[src/rtl/seq_multiplier_ext_pkg.sv]
`default_nettype none
// ============================================================================
// Module   : mul_pkg
// Purpose  : Funct codes and FSM state encoding for seq_multiplier_ext.
// Revision : 1.0
// ============================================================================
package mul_pkg;

  localparam logic [5:0] FUNCT_MULT  = 6'b011000;
  localparam logic [5:0] FUNCT_MULTU = 6'b011001;
  localparam logic [5:0] FUNCT_MFHI  = 6'b010000;
  localparam logic [5:0] FUNCT_MFLO  = 6'b010010;
  localparam logic [5:0] FUNCT_OUT   = 6'b111111;

  typedef enum logic [1:0] {
    IDLE = 2'd0,
    BUSY = 2'd1,
    DONE = 2'd2
  } state_e;

  function automatic logic is_mul_funct(input logic [5:0] f);
    return (f == FUNCT_MULT) || (f == FUNCT_MULTU);
  endfunction

endpackage
`default_nettype wire

[src/rtl/seq_multiplier_ext_if.sv]
`default_nettype none
// ============================================================================
// Module   : seq_multiplier_ext_if
// Purpose  : Request/response bundle between the datapath and the multiplier.
// Revision : 1.0
// ============================================================================
interface seq_multiplier_ext_if #(
  parameter int WIDTH = 32
);

  logic                 start;
  logic [5:0]           Signal;
  logic [WIDTH-1:0]     dataA;
  logic [WIDTH-1:0]     dataB;
  logic                 busy;
  logic                 done;
  logic [2*WIDTH-1:0]   dataOut;

  modport master (
    output start, Signal, dataA, dataB,
    input  busy, done, dataOut
  );

  modport slave (
    input  start, Signal, dataA, dataB,
    output busy, done, dataOut
  );

endinterface
`default_nettype wire

[src/rtl/seq_multiplier_ext_sign_fix.sv]
`default_nettype none
// ============================================================================
// Module   : mul_sign_fix
// Purpose  : Operand magnitudes for signed MULT and conditional result negate.
// Revision : 1.0
// ============================================================================
module mul_sign_fix #(
  parameter int WIDTH = 32
) (
  input  logic                 is_signed_i,
  input  logic [WIDTH-1:0]     a_i,
  input  logic [WIDTH-1:0]     b_i,
  output logic [WIDTH-1:0]     abs_a_o,
  output logic [WIDTH-1:0]     abs_b_o,
  output logic                 neg_o,
  input  logic                 neg_i,
  input  logic [2*WIDTH-1:0]   prod_i,
  output logic [2*WIDTH-1:0]   prod_o
);

  // MIN_INT negates to itself, which is its correct unsigned magnitude
  assign abs_a_o = (is_signed_i && a_i[WIDTH-1]) ? -a_i : a_i;
  assign abs_b_o = (is_signed_i && b_i[WIDTH-1]) ? -b_i : b_i;
  assign neg_o   = is_signed_i && (a_i[WIDTH-1] ^ b_i[WIDTH-1]);

  assign prod_o  = neg_i ? -prod_i : prod_i;

endmodule
`default_nettype wire

[src/rtl/seq_multiplier_ext.sv]
`default_nettype none
// ============================================================================
// Module   : seq_multiplier_ext
// Purpose  : Iterative shift-add MULT/MULTU with HI/LO readout, one bit/cycle.
// Revision : 1.0
// ============================================================================
module seq_multiplier_ext
  import mul_pkg::*;
#(
  parameter int WIDTH = 32,
  parameter int CNT_W = $clog2(WIDTH) + 1
) (
  input  logic                clk,
  input  logic                reset,
  seq_multiplier_ext_if.slave bus
);

  localparam logic [CNT_W-1:0] LAST_ITER = CNT_W'(WIDTH - 1);

  state_e               state_q, state_d;
  logic [2*WIDTH-1:0]   acc_q,   acc_d;
  logic [WIDTH-1:0]     mcand_q, mcand_d;
  logic                 neg_q,   neg_d;
  logic [CNT_W-1:0]     cnt_q,   cnt_d;
  logic [WIDTH-1:0]     hi_q,    hi_d;
  logic [WIDTH-1:0]     lo_q,    lo_d;
  logic [2*WIDTH-1:0]   dout_q,  dout_d;

  logic [WIDTH-1:0]     w_abs_a;
  logic [WIDTH-1:0]     w_abs_b;
  logic                 w_neg;
  logic [WIDTH:0]       w_sum;
  logic [2*WIDTH-1:0]   w_shifted;
  logic [2*WIDTH-1:0]   w_prod_fixed;

  mul_sign_fix #(.WIDTH(WIDTH)) u_sign_fix (
    .is_signed_i (bus.Signal == FUNCT_MULT),
    .a_i         (bus.dataA),
    .b_i         (bus.dataB),
    .abs_a_o     (w_abs_a),
    .abs_b_o     (w_abs_b),
    .neg_o       (w_neg),
    .neg_i       (neg_q),
    .prod_i      (w_shifted),
    .prod_o      (w_prod_fixed)
  );

  // Upper half plus carry, then the whole accumulator shifts right by one
  assign w_sum     = {1'b0, acc_q[2*WIDTH-1:WIDTH]}
                   + (acc_q[0] ? {1'b0, mcand_q} : '0);
  assign w_shifted = {w_sum, acc_q[WIDTH-1:1]};

  assign bus.busy    = (state_q == BUSY);
  assign bus.done    = (state_q == DONE);
  assign bus.dataOut = dout_q;

  always_ff @(posedge clk) begin
    if (reset) begin
      state_q <= IDLE;
      acc_q   <= '0;
      mcand_q <= '0;
      neg_q   <= 1'b0;
      cnt_q   <= '0;
      hi_q    <= '0;
      lo_q    <= '0;
      dout_q  <= '0;
    end else begin
      state_q <= state_d;
      acc_q   <= acc_d;
      mcand_q <= mcand_d;
      neg_q   <= neg_d;
      cnt_q   <= cnt_d;
      hi_q    <= hi_d;
      lo_q    <= lo_d;
      dout_q  <= dout_d;
    end
  end

  always_comb begin
    state_d = state_q;
    acc_d   = acc_q;
    mcand_d = mcand_q;
    neg_d   = neg_q;
    cnt_d   = cnt_q;
    hi_d    = hi_q;
    lo_d    = lo_q;
    dout_d  = dout_q;

    case (state_q)
      IDLE, DONE: begin
        if (bus.start) begin
          if (is_mul_funct(bus.Signal)) begin
            state_d = BUSY;
            mcand_d = w_abs_a;
            acc_d   = {{WIDTH{1'b0}}, w_abs_b};
            neg_d   = w_neg;
            cnt_d   = '0;
          end else begin
            case (bus.Signal)
              FUNCT_MFHI: dout_d = {{WIDTH{1'b0}}, hi_q};
              FUNCT_MFLO: dout_d = {{WIDTH{1'b0}}, lo_q};
              FUNCT_OUT:  dout_d = {hi_q, lo_q};
              default:    dout_d = dout_q;
            endcase
          end
        end
      end

      BUSY: begin
        acc_d = w_shifted;
        cnt_d = cnt_q + CNT_W'(1);
        if (cnt_q == LAST_ITER) begin
          state_d      = DONE;
          {hi_d, lo_d} = w_prod_fixed;
        end
      end

      default: state_d = IDLE;
    endcase
  end

endmodule
`default_nettype wire
[src/flat_wrapper.sv]
// flat-port wrapper written by rule: the top's interface ports become plain ports
module seq_multiplier_ext_flat import mul_pkg::*;
#(
  parameter int WIDTH = 32,
  parameter int CNT_W = $clog2(WIDTH) + 1
)
  (clk, reset, bus_start, bus_Signal, bus_dataA, bus_dataB, bus_busy, bus_done, bus_dataOut);
  seq_multiplier_ext_if #(.WIDTH(WIDTH)) bus_i ();
  input  logic clk;
  input  logic reset;
  input wire logic [$bits(bus_i.start)-1:0] bus_start;
  input wire logic [$bits(bus_i.Signal)-1:0] bus_Signal;
  input wire logic [$bits(bus_i.dataA)-1:0] bus_dataA;
  input wire logic [$bits(bus_i.dataB)-1:0] bus_dataB;
  output wire logic [$bits(bus_i.busy)-1:0] bus_busy;
  output wire logic [$bits(bus_i.done)-1:0] bus_done;
  output wire logic [$bits(bus_i.dataOut)-1:0] bus_dataOut;
  assign bus_i.start = bus_start;
  assign bus_i.Signal = bus_Signal;
  assign bus_i.dataA = bus_dataA;
  assign bus_i.dataB = bus_dataB;
  assign bus_busy = bus_i.busy;
  assign bus_done = bus_i.done;
  assign bus_dataOut = bus_i.dataOut;
  seq_multiplier_ext #(.WIDTH(WIDTH), .CNT_W(CNT_W)) u_core (.clk(clk), .reset(reset), .bus(bus_i));
endmodule
[config.mk]
export PLATFORM = sky130hd
export DESIGN_NAME = seq_multiplier_ext_flat
export DESIGN_NICKNAME = d
export VERILOG_FILES = /design/src/rtl/seq_multiplier_ext_pkg.sv /design/src/rtl/seq_multiplier_ext_if.sv /design/src/rtl/seq_multiplier_ext_sign_fix.sv /design/src/rtl/seq_multiplier_ext.sv /design/src/flat_wrapper.sv
export SDC_FILE = /design/constraint.sdc
export NUM_CORES = 1
export LEC_CHECK = 0
export ABC_AREA = 1
export CORE_UTILIZATION = 50
export CTS_CLUSTER_SIZE = 8
export DETAILED_ROUTE_END_ITERATION = 7
export HOLD_SLACK_MARGIN = 0.03
export PLACE_DENSITY = 0.7
export SYNTH_ARGS = -nofsm -noshare
export SYNTH_HDL_FRONTEND = slang
export SYNTH_SLANG_ARGS = --single-unit
[constraint.sdc]
create_clock -name clk -period 5.8 [get_ports clk]
set_input_delay 1.16 -clock clk [delete_from_list [all_inputs] [get_ports clk]]
set_output_delay 1.16 -clock clk [all_outputs]
set_load 0.02 [all_outputs]
Word level (Yosys, flattened, before mapping)
Cells that the tools add are included.
{"block": "op_classes", "add_sub_neg": 5, "eq_ne": 11, "muxes": 15, "n_bitwise": 2, "n_reduce_logical": 13}
{"cell": "$mux 64", "n": 3}
{"cell": "$pmux 64 s3", "n": 1}
{"cell": "$pmux 64 s2", "n": 1}
{"cell": "$mux 32", "n": 3}
{"cell": "$neg 32->32", "n": 2}
{"cell": "$neg 64->64", "n": 1}
{"cell": "$add 32x33->33", "n": 1}
{"cell": "$eq 6x5->1 const B", "n": 5}
{"cell": "$mux 6", "n": 2}
{"cell": "$pmux 6 s2", "n": 1}
{"cell": "$reduce_and 3->1", "n": 3}
{"cell": "$add 6x1->6 const B", "n": 1}
{"cell": "$eq 6x6->1 const B", "n": 1}
{"cell": "$mux 2", "n": 3}
{"cell": "$ne 2x1->1 const B", "n": 2}
{"cell": "$pmux 2 s2", "n": 1}
{"cell": "$reduce_and 4->1", "n": 1}
{"cell": "$logic_and 1x1->1", "n": 3}
{"cell": "$reduce_bool 3->1", "n": 1}
{"cell": "$eq 2x1->1 const B", "n": 1}
{"cell": "$eq 2x2->1 const B", "n": 1}
{"cell": "$logic_not 2->1", "n": 1}
{"cell": "$ne 2x2->1 const B", "n": 1}
{"cell": "$reduce_and 2->1", "n": 1}
{"cell": "other kinds (5)", "n": 5}
{"block": "word_totals", "ff_bits": 233, "inputBits": 73}

Depth between registers and ports, before layout
Gate-level depths: netlist (run 1).
{"block": "depth", "word_depth": 6, "ltp_mapped": 25, "depth_no_buf": 23}

Hierarchy
A second synthesis (run 1) with hierarchy kept.
{"block": "unflattened", "hier_cells": 2600, "area_unflattened_um2": 15646.3}
{"module": "seq_multiplier_ext", "instances": 1, "cells_per_inst": 1730, "area_per_inst_um2": 11491.0, "seq_area_each_um2": 4664.5}
{"module": "mul_sign_fix", "instances": 1, "cells_per_inst": 870, "area_per_inst_um2": 4155.2, "seq_area_each_um2": 0.0}

Least setup slack after synthesis (run 1)
No wires, ideal clock.
{"block": "synth_timing", "path_type": "in2reg", "start": "in bus_dataA[0]", "end": "reg u_core.mcand_q[28]", "setup_ps": 114, "arrival_time_ps": 2782, "slack_ps": 2904, "stages": 14, "n_path_buf": 0, "path_cell_list": "inv_1 > ha_1 > nand3_1 > nor3_1 > nand2_1 > nor2_1 > nand2_1 > nor2_1 > nand2_1 > nor2_1 > a31oi_1 > xor2_1 > o21bai_1 > inv_1"}
{"block": "synth_via", "elab_chain_cells": 2}
{"element": "start: declaration", "line": "flat_wrapper.sv:13", "text": "input wire logic [$bits(bus_i.dataA)-1:0] bus_dataA;"}
{"element": "$neg 32->32", "line": "seq_multiplier_ext_sign_fix.sv:22", "text": "assign abs_a_o = (is_signed_i && a_i[WIDTH-1]) ? -a_i : a_i;"}
{"element": "$mux 32", "line": "seq_multiplier_ext_sign_fix.sv:22"}
{"element": "end signal: assignment", "line": "seq_multiplier_ext.sv:70", "text": "mcand_q <= mcand_d;"}
{"element": "end: declaration", "line": "seq_multiplier_ext.sv:22", "text": "logic [WIDTH-1:0] mcand_q, mcand_d;"}
Every way passes these cells.
A chain may end at the register's enable or synchronous reset.

Final worst setup path (run 1)
{"block": "layout_timing", "start": "in bus_Signal[2]", "end": "reg u_core.acc_q[30]"}
{"block": "layout_via", "elab_chain_cells": 6, "word_cells_on_any_way": 10}
{"element": "start: declaration", "line": "flat_wrapper.sv:12", "text": "input wire logic [$bits(bus_i.Signal)-1:0] bus_Signal;"}
{"element": "$eq 6x5->1", "line": "seq_multiplier_ext_pkg.sv:22, seq_multiplier_ext.sv:37"}
{"element": "$logic_and 1x1->1", "line": "seq_multiplier_ext_sign_fix.sv:23", "text": "assign abs_b_o = (is_signed_i && b_i[WIDTH-1]) ? -b_i : b_i;"}
{"element": "$mux 32", "line": "seq_multiplier_ext_sign_fix.sv:23"}
{"element": "$mux 64", "line": "seq_multiplier_ext.sv:92", "text": "if (is_mul_funct(bus.Signal)) begin"}
{"element": "$mux 64", "line": "seq_multiplier_ext.sv:91", "text": "if (bus.start) begin"}
{"element": "$pmux 64 s2", "line": "seq_multiplier_ext.sv:89", "text": "case (state_q)"}
{"element": "end signal: assignment", "line": "seq_multiplier_ext.sv:60", "text": "acc_q <= '0;"}
{"element": "end signal: assignment", "line": "seq_multiplier_ext.sv:69", "text": "acc_q <= acc_d;"}
{"element": "end: declaration", "line": "seq_multiplier_ext.sv:21", "text": "logic [2*WIDTH-1:0] acc_q, acc_d;"}
Parallel ways exist; a longest one is shown, timed or not. The select of a mux whose other input is x is not followed.

==> results of run 1 <==
==> Yosys cell counts, types with 14 or more instances <==
| cell | number |
|---|---|
| clkbuf_1 | 82 |
| a21oi_1 | 198 |
| nor2_2 | 15 |
| nand2_1 | 669 |
| ha_1 | 36 |
| xor2_1 | 56 |
| nor3_1 | 23 |
| nand2_2 | 19 |
| nor2_1 | 208 |
| a22oi_1 | 32 |
| o21ai_0 | 138 |
| inv_1 | 324 |
| dfxtp_1 | 233 |
| nand3_1 | 120 |
| a31oi_1 | 30 |
| nand4_1 | 29 |
| o211ai_1 | 19 |
| o21bai_1 | 14 |
==> cell type report <==
class / instances / area share [%]
well taps: 384 / 2.751
flip-flops and latches: 233 / 26.70
clock buffers: 40 / 5.236
multi-input cells: 1714 / 49.28
clock inverters: 3 / 0.3152
inverters: 338 / 7.264
repair buffers: 151 / 8.453
==> metrics by stage <==
stage | instances | util (%)
final | 2863 | 60.20
after global routing | 2863 | 60.20
after CTS | 2863 | 60.20
after detailed placement | 2820 | 56.86
after global placement | 2820 | 56.86
after floorplan | 2386 | -
==> placed cells by master, fill, tap and decap left out, drive strengths merged, types with 30 or more instances in the layout <==
| master | count |
|---|---|
| ha | 36 |
| nor2 | 229 |
| clkbuf | 40 |
| a31oi | 30 |
| nand3 | 128 |
| xor2 | 56 |
| clkdlybuf4s50 | 137 |
| inv | 335 |
| dfxtp | 233 |
| a21oi | 199 |
| nand2 | 688 |
| o21ai | 145 |
| a22oi | 32 |
==> critical path, stage by stage <==
cell and delay [ns]:
clkdlybuf4s50_1 0.53, nor2_1 0.07, nand4_1 0.08, inv_1 0.07
nand2_1 0.45, clkinv_1 0.74, nand2_1 0.36, o21ai_2 0.15
nor2_4 0.15, nand2_1 0.09, a21oi_1 0.13, o21ai_1 0.08
a31oi_1 0.14
==> power breakdown <==
group | switching [mW] | internal (mW)
logic | 0.154 | 0.0951
registers | 0.00761 | 1.61
clock network | 0.741 | 1.11
total | 0.902 | 2.82
==> registers in the layout (all words and copies together) (netlist names) <==
signal,count
u_core.hi_q,32
u_core.mcand_q,32
u_core.cnt_q,6
u_core.bus.dataOut,64
u_core.neg_q,1
u_core.state_q,2
u_core.lo_q,32
u_core.acc_q,64
==> kinds of logic (layout without fill, tap and decap cells) <==
group | after synthesis | count (layout) | synth area share [%]
fa+ha+maj | 37 | 37 | 3.154
buf+inv | 439 | 532 | 11.19
simple gates | 1127 | 1127 | 31.97
xor+xnor | 65 | 65 | 3.817
compound gates | 485 | 485 | 18.60
flops | 233 | 233 | 31.27
==> how the worst min path moves through the flow <==
stage                                      start                                   to  slack (ns)  cells past startpoint
global placement    u_core.lo_q[13]$_SDFFE_PP0P_  u_core.bus.dataOut[13]$_SDFFE_PP0P_        0.45                      2
floorplan           u_core.lo_q[10]$_SDFFE_PP0P_  u_core.bus.dataOut[10]$_SDFFE_PP0P_        0.44                      2
detailed placement   u_core.lo_q[6]$_SDFFE_PP0P_   u_core.bus.dataOut[6]$_SDFFE_PP0P_        0.45                      2
finish              u_core.lo_q[12]$_SDFFE_PP0P_  u_core.bus.dataOut[12]$_SDFFE_PP0P_        0.45                      2
global route         u_core.lo_q[7]$_SDFFE_PP0P_   u_core.bus.dataOut[7]$_SDFFE_PP0P_        0.48                      2
CTS                 u_core.lo_q[12]$_SDFFE_PP0P_  u_core.bus.dataOut[12]$_SDFFE_PP0P_        0.46                      2
==> layer usage <==
metal	wire length [um]	vias to the layer above	share of wire (%)	track usage [%]
met3	2737	65	5.8	3.111
met1	22290	7154	47	43.67
met2	20920	505	44	48.79
li1	-	7872	-	-
met5	0	-	0	0
met4	1096	0	2.3	8.986
==> impl_metrics.py, run 1 <==
metrics = {
    "pwr": {
        "static-leakage-power_nw": 8.324,
        "finalPower_mw": 3.719,
        "vdd_drop_max_uv": 173.9,
        "power_density_nw_per_um2": 212.9,
    },
    "clocking": {
        "cts_tree": "yes",
        "post_cts_buffers": 0,
        "cts_num_sinks": 233,
        "clk_path_buf_depth": 3,
        "clock_latency_ns": 0.52,
        "hold_buffers": 0,
        "cts-resized-gates": 0,
        "cts_made_buffers": 35,
        "htree_levels": 2,
        "clock-root-buffer": "clkbuf_16",
        "clk_pin_slew_ns": 0.05,
    },
    "synthesis": {
        "yosysUniqueCellTypes": 48,
        "syn-num-nets": 2496,
        "synth_cells": 2386,
        "synth_flop_cell": "dfxtp_1",
        "synth_edf_count": 0,
        "ys_seq_area_share_pct": 31.27,
        "synth_top_area_share_pct": 31.27,
        "synth_area_per_cell_um2": 6.252,
        "synth_area_leader_cell": "dfxtp_1",
        "yosysWarnings": 0,
        "synthArstFlopShare_pct": 0,
        "synthesis.area_um2": 14920,
        "netlist_top_cells_area": "dfxtp_1, nand2_1, inv_1",
        "ys_ff_latch": 233,
    },
    "sta": {
        "setup_viol": 0,
        "tightest_slew_ns": 1.149,
        "whs_ns": 0.4540,
        "fin_worst_skew_ns": 0.01986,
        "drv_slew": 0,
        "finalWorstSetupSlack_ns": 2.014,
        "hold_viol": 0,
        "max_slew_margin_pct": 23.31,
        "rsz0062_at_grt": "false",
        "fmax_mhz": 264.1,
        "period_share_pct": 65.27,
        "timing.setup.tns_ns": 0,
        "fin_crit_ns": 3.786,
    },
    "setup_path": {
        "required_ns": 6.23,
        "critPathLaunchType": "primary input",
        "critPathCaptureType": "flop",
        "reg2reg_slack_ns": 2.16,
        "cp_max_fo": 26,
        "crit_start": "bus_Signal[2]",
        "endpoint": "u_core.acc_q[30]$_SDFFE_PP0P_",
        "cp.arrival_ns": 4.22,
        "path_class": "primary input to flop",
        "r2r_end": "u_core.hi_q[17]$_SDFFE_PP0P_",
        "r2r-start": "u_core.acc_q[0]$_SDFFE_PP0P_",
        "r2r_cells": 21,
    },
    "drt": {
        "ant_nets": 0,
        "first_pass_iters": 5,
        "wirelength_um": 47050,
        "avgRoutedWirePerCell_um": 16.43,
        "viasPerCell": 5.447,
        "vias": 15596,
        "drc": 0,
        "drt-initial-drc-count": 1386,
    },
    "floorplan": {
        "rows": 62,
        "core_area_um2": 29010,
        "die_w_um": 174.7,
        "ioPinCount": 139,
        "initial_core_util_pct": 51.41,
        "die_y_um": 174.7,
        "die_area_um2": 30530,
    },
    "cells_and_area": {
        "nNetsFinal": 2583,
        "final_area_um2": 17470,
        "nFillCells": 2903,
        "ff_latch_area_um2": 4664,
        "syn_to_final_growth_pct": 17.09,
        "n_antenna_cell": 0,
        "layout-drive-gt1-share_pct": 5.083,
        "multi_input_area_um2": 8607,
    },
    "global_route": {
        "grt_max_degree": 75,
        "grt_overflow": 0,
        "track_usage_pct": 30.67,
        "antenna_found_initial": 0,
        "first_global_vias": 14245,
        "grt_first_pass_wirelength_um": 75220,
    },
    "place": {
        "io_buffers": 138,
        "dpl_cell_area_um2": 16500,
        "gp_congestion": 0.9375,
        "dpl_worst_slack_ns": 1.542,
        "post-dp-hpwl_um": 35100,
    },
    "run": {
        "max-cap-violations": 0,
    },
    "outcome": {
        "outcome": "finished clean",
    },
    "min_path": {
        "hold_path.class": "flop to flop",
    },
}
Note: power is estimated with default switching activity, not from simulation.
==> run 2, diff against run 1 <==
==> constraint.sdc (replaced) <==
create_clock -name clk -period 3.6 [get_ports clk]
set_input_delay 0.72 -clock clk [delete_from_list [all_inputs] [get_ports clk]]
set_output_delay 0.72 -clock clk [all_outputs]
set_load 0.02 [all_outputs]
==> run 2 against run 1 <==
Compared with the run above: via count up 0.59%; worst hold slack worse by 0.0019 ns; die area unchanged; total power up 60%; sequential cell count unchanged.
==> impl_metrics.py, run 2 (same netlist as run 1, synthesis figures left out) <==
metrics = {
    "floorplan": {
        "core_area_um2": 29010,
        "die_y_um": 174.7,
        "initial_core_util_pct": 51.41,
        "die_w_um": 174.7,
        "die_area_um2": 30530,
        "rows": 62,
        "ioPinCount": 139,
    },
    "setup_path": {
        "cp.arrival_ns": 3.60,
        "cp_max_fo": 27,
        "slowest_stage": "fa_1",
        "critPathLaunchType": "flop",
        "path_cells": "buf_4 > nand2_1 > inv_1 > fa_1 > nand2_1 > nand2_1 > nand3_1 > nand2_1 > nand2_1 > nand2_1 > inv_1 > nand3_1 > inv_1 > nand2_1 > nor2_1 > nand2_1 > o21bai_4 > nand2_1 > nand2_1 > nand3_1 > nand2_1 > inv_1",
        "worst_path_largest_cell_delay_ns": 0.48,
        "cpMostUsedCell": "nand2_1",
        "critPathCaptureType": "flop",
        "path_class": "flop to flop",
        "required_ns": 4.01,
    },
    "clocking": {
        "cts_num_sinks": 233,
        "clk_pin_slew_ns": 0.05,
        "cts_tree": "yes",
        "clock_latency_ns": 0.53,
        "hold_buffers": 0,
        "clk_path_buf_depth": 3,
        "cts_made_buffers": 35,
        "post_cts_buffers": 0,
        "htree_levels": 2,
        "clock-root-buffer": "clkbuf_16",
        "cts-resized-gates": 0,
    },
    "pwr": {
        "static-leakage-power_nw": 8.405,
        "power_density_nw_per_um2": 338.1,
        "vdd_drop_max_uv": 265.5,
    },
    "min_path": {
        "hold_path.class": "flop to flop",
    },
    "place": {
        "gp_congestion": 0.9353,
        "post-dp-hpwl_um": 35900,
        "io_buffers": 138,
    },
    "cells_and_area": {
        "layout_common_cells": "nand2_1, inv_1, dfxtp_1, nor2_1, a21oi_1",
        "n_antenna_cell": 0,
        "syn_to_final_growth_pct": 17.98,
        "nNetsFinal": 2599,
        "final_common_cell": "nand2_1",
        "layout-drive-gt1-share_pct": 5.694,
    },
    "drt": {
        "vias": 15688,
        "viasPerCell": 5.451,
        "ant_nets": 0,
        "drt-initial-drc-count": 1286,
        "first_pass_iters": 5,
        "drc": 0,
        "avgRoutedWirePerCell_um": 16.53,
        "wirelength_um": 47560,
    },
    "sta": {
        "setup_viol": 0,
        "fmax_mhz": 313.0,
        "timing.setup.tns_ns": 0,
        "period_share_pct": 88.75,
        "drv_slew": 0,
        "tightest_slew_ns": 1.237,
        "max_slew_margin_pct": 17.55,
        "hold_viol": 0,
        "fin_crit_ns": 3.195,
        "rsz0062_at_grt": "false",
        "whs_ns": 0.4520,
        "fin_worst_skew_ns": 0.02065,
    },
    "global_route": {
        "grt_overflow": 0,
        "grt_max_degree": 105,
        "first_global_vias": 14508,
        "grt_first_pass_wirelength_um": 76100,
        "track_usage_pct": 31.03,
        "antenna_found_initial": 0,
    },
    "run": {
        "max-cap-violations": 0,
    },
    "outcome": {
        "outcome": "finished clean",
    },
}
run 2: cell types whose count changed in the layout (fill, tap and decap cells not counted), sizes merged:
cell and change:
clkinv +1, buf +16, clkbuf -2
run 2: per-layer routing:
layer	wire length, um	up-vias	track usage [%]
met5	0	-	0
met4	1445	0	10.33
met3	2526	80	3.394
met2	20910	523	48.83
met1	22680	7166	44.02
li1	-	7919	-
run 2: final timing paths:
path | startpoint | end | slack [ns] | cells after the start
hold reg to reg | u_core.lo_q[10]$_SDFFE_PP0P_ | u_core.bus.dataOut[10]$_SDFFE_PP0P_ | 0.45 | 2
setup / recovery | u_core.acc_q[0]$_SDFFE_PP0P_ | u_core.hi_q[24]$_SDFFE_PP0P_ | 0.41 | 22
hold / removal | u_core.lo_q[10]$_SDFFE_PP0P_ | u_core.bus.dataOut[10]$_SDFFE_PP0P_ | 0.45 | 2
setup reg to reg | u_core.acc_q[0]$_SDFFE_PP0P_ | u_core.hi_q[24]$_SDFFE_PP0P_ | 0.41 | 22
run 2: area by class of cell:
class	count	area (um^2)
clock inverters	4	60.06
flip-flops and latches	233	4664
multi-input cells	1714	8607
repair buffers	167	1622
clock buffers	38	897.1
well taps	384	480.5
fillers	2857	11410
inverters	338	1269
run 2: power breakdown:
part / internal [mW] / switching [mW]
Combinational: 0.159 / 0.250
Sequential: 2.60 / 0.0128
Clock: 1.76 / 1.17
Total: 4.52 / 1.43
run 2: stage by stage:
step           worst slack, ns  area, um^2  instances  power, mW  utilization [%]
6_report                0.4051       17600       2878      5.950            60.66
5_1_grt                 0.1129       17600       2878      6.131            60.66
4_1_cts                 0.4511       17600       2878      5.985            60.66
3_5_place_dp            0.3923       16640       2836      3.066            57.36
3_3_place_gp            0.4697       16640       2836      3.064            57.36
2_1_floorplan           0.7644       14920       2386      2.873                -
run 2: worst max-delay path: cells and delay by family (launching register included):
kind	cells	cell delay [ns]
and+or+nand+nor	15	1.59
buffers and inverters	5	0.46
DFF	1	0.30
AOI/OAI and AO/OA	1	0.26
adders and majority gates	1	0.48
==> run 3, diff against run 2 <==
--- a/config.mk
+++ b/config.mk
@@ -9,8 +9,10 @@
 export CORE_UTILIZATION = 50
 export CTS_CLUSTER_SIZE = 8
 export DETAILED_ROUTE_END_ITERATION = 7
-export HOLD_SLACK_MARGIN = 0.03
+export HOLD_SLACK_MARGIN = 0.05
 export PLACE_DENSITY = 0.7
+export SETUP_SLACK_MARGIN = 0.3
 export SYNTH_ARGS = -nofsm -noshare
 export SYNTH_HDL_FRONTEND = slang
+export SYNTH_HIERARCHICAL = 1
 export SYNTH_SLANG_ARGS = --single-unit
==> run 3 against run 2 <==
Compared with the run above: sequential power barely moved; combinational power rose by 19%; first-iteration DRC count fell by 1.1%; largest cell class unchanged; worst hold slack improved by 0.0054 ns; utilization rose by 1.9 points; critical path type unchanged; sequential share of layout area fell by 2.2 points.
==> impl_metrics.py, run 3 <==
metrics = {
    "outcome": {
        "outcome": "finished clean",
    },
    "min_path": {
        "hold_path.class": "flop to flop",
        "whs_path_depth": 2,
        "min_to": "u_core/bus.dataOut[51]$_SDFFE_PP0P_",
        "holdCritStartpoint": "u_core/bus.dataOut[51]$_SDFFE_PP0P_",
    },
    "setup_path": {
        "critPathCaptureType": "flop",
        "r2r_cells": 22,
        "required_ns": 3.98,
        "slowest_stage": "ha_2",
        "cp.arrival_ns": 3.58,
        "cp_num_buf_inv": 2,
        "path_class": "flop to flop",
        "reg2reg_slack_ns": 0.40,
        "worst_path_largest_cell_delay_ns": 0.38,
        "critPathLaunchType": "flop",
        "r2r_end": "u_core/hi_q[26]$_SDFFE_PP0P_",
        "r2r-start": "u_core/acc_q[0]$_SDFFE_PP0P_",
        "cp_max_fo": 15,
        "crit_family": "simple AND/OR/NAND/NOR gates",
        "path_cells": "buf_6 > nand2_1 > inv_1 > ha_2 > nand2_2 > nor2_2 > nand2_2 > nor2_2 > nand2_2 > nand2_1 > nand2_1 > and2_2 > nor2_2 > nand2_1 > nor2_2 > nand4_1 > nand2_1 > nand2_1 > nand2_1 > nand2_1 > o21ai_1 > a21oi_1",
        "cpMostUsedCell": "nand2_1",
    },
    "pwr": {
        "clockPowerShare_pct": 49.2,
        "switching_share_pct": 24.11,
        "comb_power_share_pct": 8.0,
        "internal-power_mw": 4.631,
        "seq_power_share_pct": 42.8,
        "vdd_drop_max_uv": 375.2,
        "power_density_nw_per_um2": 317.9,
        "static-leakage-power_nw": 8.827,
        "p_sw_mw": 1.471,
    },
    "cells_and_area": {
        "post-route-util_pct": 62.59,
        "nFillCells": 2976,
        "stdcell_count": 3121,
        "layout_common_cells": "nand2_1, inv_1, nor2_1, dfxtp_1, a21oi_1",
        "layout-drive-gt1-share_pct": 10.50,
        "n_antenna_cell": 0,
        "nNetsFinal": 2831,
        "syn_to_final_growth_pct": 22.68,
        "final_common_cell": "nand2_1",
    },
    "floorplan": {
        "ioPinCount": 139,
        "die_area_um2": 32000,
        "rows": 64,
        "die_y_um": 178.9,
        "initial_core_util_pct": 51.02,
        "core_area_um2": 30670,
        "die_w_um": 178.9,
    },
    "synthesis": {
        "synthArstFlopShare_pct": 0,
        "yosysWarnings": 6,
        "syn-num-nets": 2710,
        "synthesis.area_um2": 15650,
        "synth_cells": 2600,
        "synth_top_area_share_pct": 29.81,
        "yosysMostFrequentCell": "nand2_1",
        "yosysUniqueCellTypes": 41,
        "synth_edf_count": 0,
        "ys_top_cells_by_count": "nand2_1, nor2_1, inv_1",
        "ys_seq_area_share_pct": 29.81,
        "netlist_top_cells_area": "dfxtp_1, nand2_1, nor2_1",
        "synth_flop_cell": "dfxtp_1",
        "synth_area_leader_cell": "dfxtp_1",
        "synth_area_per_cell_um2": 6.018,
        "ys_ff_latch": 233,
    },
    "global_route": {
        "antenna_found_initial": 0,
        "grt_first_pass_wirelength_um": 80900,
        "grt_overflow": 0,
        "grt_max_degree": 92,
        "first_global_vias": 15407,
        "track_usage_pct": 32.24,
    },
    "sta": {
        "fin_crit_ns": 3.199,
        "rsz0062_at_grt": "true",
        "finalWorstSetupSlack_ns": 0.4014,
        "drv_slew": 0,
        "fmax_mhz": 312.6,
        "whs_ns": 0.4574,
        "fin_worst_skew_ns": 0.01864,
        "tightest_slew_ns": 1.006,
        "setup_viol": 0,
        "max_slew_margin_pct": 32.54,
        "hold_viol": 0,
        "period_share_pct": 88.85,
        "timing.setup.tns_ns": 0,
    },
    "clocking": {
        "cts_made_buffers": 35,
        "clock-root-buffer": "clkbuf_16",
        "clk_path_buf_depth": 3,
        "cts_tree": "yes",
        "clock_latency_ns": 0.51,
        "clk_pin_slew_ns": 0.06,
        "htree_levels": 2,
        "cts_num_sinks": 233,
    },
    "drt": {
        "first_pass_iters": 5,
        "drc": 0,
        "viasPerCell": 5.415,
        "vias": 16901,
        "wirelength_um": 51860,
        "ant_nets": 0,
        "drt-initial-drc-count": 1272,
        "avgRoutedWirePerCell_um": 16.62,
    },
    "place": {
        "gp_congestion": 1.015,
        "io_buffers": 138,
        "dpl_worst_slack_ns": 0.06015,
        "post-dp-hpwl_um": 40580,
        "placed_cells": 3078,
    },
    "run": {
        "max-cap-violations": 0,
    },
}
==> run 3: what timing repair did <==
action / in CTS / in global routing
setup buffers: 0 / 2
endpoints found under the setup margin: 15 / 23
resized for setup: 21 / 166
pin swaps: 1 / 21
hold buffers: 0 / 0
==> run 3: power groups by stage <==
stage	Clock, mW	Combinational [mW]	Sequential, mW
2_1_floorplan	0	0.285	2.65
3_3_place_gp	0	0.473	2.66
3_5_place_dp	0	0.474	2.66
4_1_cts	3.05	0.477	2.61
5_1_grt	3.16	0.529	2.61
6_report	3.00	0.486	2.61
==> run 3: cell families after synthesis <==
| family | after synthesis | share of synthesized area [%] |
|---|---|---|
| XOR/XNOR | 90 | 5.038 |
| adder cells (fa/ha/maj) | 37 | 3.007 |
| buffers and inverters | 407 | 10.09 |
| AND/OR/NAND/NOR | 1458 | 38.88 |
| AO/OA/AOI/OAI | 375 | 13.17 |
| flip-flops | 233 | 29.81 |
==> run 3: worst max-delay path by stage <==
stage                                            start                            to  slack (ns)  cells after the start
final                     u_core/acc_q[0]$_SDFFE_PP0P_  u_core/hi_q[26]$_SDFFE_PP0P_        0.40                     22
after global routing      u_core/acc_q[0]$_SDFFE_PP0P_  u_core/hi_q[31]$_SDFFE_PP0P_        0.25                     21
after CTS                 u_core/acc_q[0]$_SDFFE_PP0P_  u_core/hi_q[26]$_SDFFE_PP0P_        0.32                     24
after detailed placement  u_core/acc_q[0]$_SDFFE_PP0P_  u_core/hi_q[31]$_SDFFE_PP0P_        0.06                     23
after global placement    u_core/acc_q[0]$_SDFFE_PP0P_  u_core/hi_q[31]$_SDFFE_PP0P_        0.02                     21
after floorplan           u_core/acc_q[0]$_SDFFE_PP0P_  u_core/hi_q[31]$_SDFFE_PP0P_        0.32                     26
==> run 3: area by class of cell <==
| cell class | instances | area (um^2) | area share, % |
|---|---|---|---|
| Clock buffer | 38 | 918.4 | 4.785 |
| Clock inverter | 3 | 55.05 | 0.2868 |
| Inverter | 298 | 1119 | 5.827 |
| Multi-Input combinational cell | 1960 | 10090 | 52.58 |
| Sequential cell | 233 | 4669 | 24.33 |
| Tap cell | 396 | 495.5 | 2.581 |
| Timing Repair Buffer | 193 | 1846 | 9.615 |
==> run 3: worst register-to-register path: stages, from the launching register on <==
cell and delay, ns:
dfxtp_4 0.36, buf_6 0.16, nand2_1 0.10, inv_1 0.05, ha_2 0.38, nand2_2 0.10, nor2_2 0.18, nand2_2 0.10
nor2_2 0.12, nand2_2 0.09, nand2_1 0.08, nand2_1 0.05, and2_2 0.22, nor2_2 0.14, nand2_1 0.11, nor2_2 0.14
nand4_1 0.14, nand2_1 0.11, nand2_1 0.06, nand2_1 0.06, nand2_1 0.09, o21ai_1 0.17, a21oi_1 0.06
==> run 3: layer usage <==
layer	vias up	GRT usage [%]	routed length, um
li1	8510	-	-
met3	97	4.368	3451
met2	582	52.91	23570
met5	-	0	0
met4	0	13.06	2053
met1	7712	42.38	22780
==> run 3: metrics by stage <==
step | cell area (um^2) | total power [mW]
detailed placement | 17530 | 3.137
CTS | 18560 | 6.143
floorplan | 15650 | 2.939
global route | 19190 | 6.303
global placement | 17530 | 3.136
finish | 19190 | 6.102
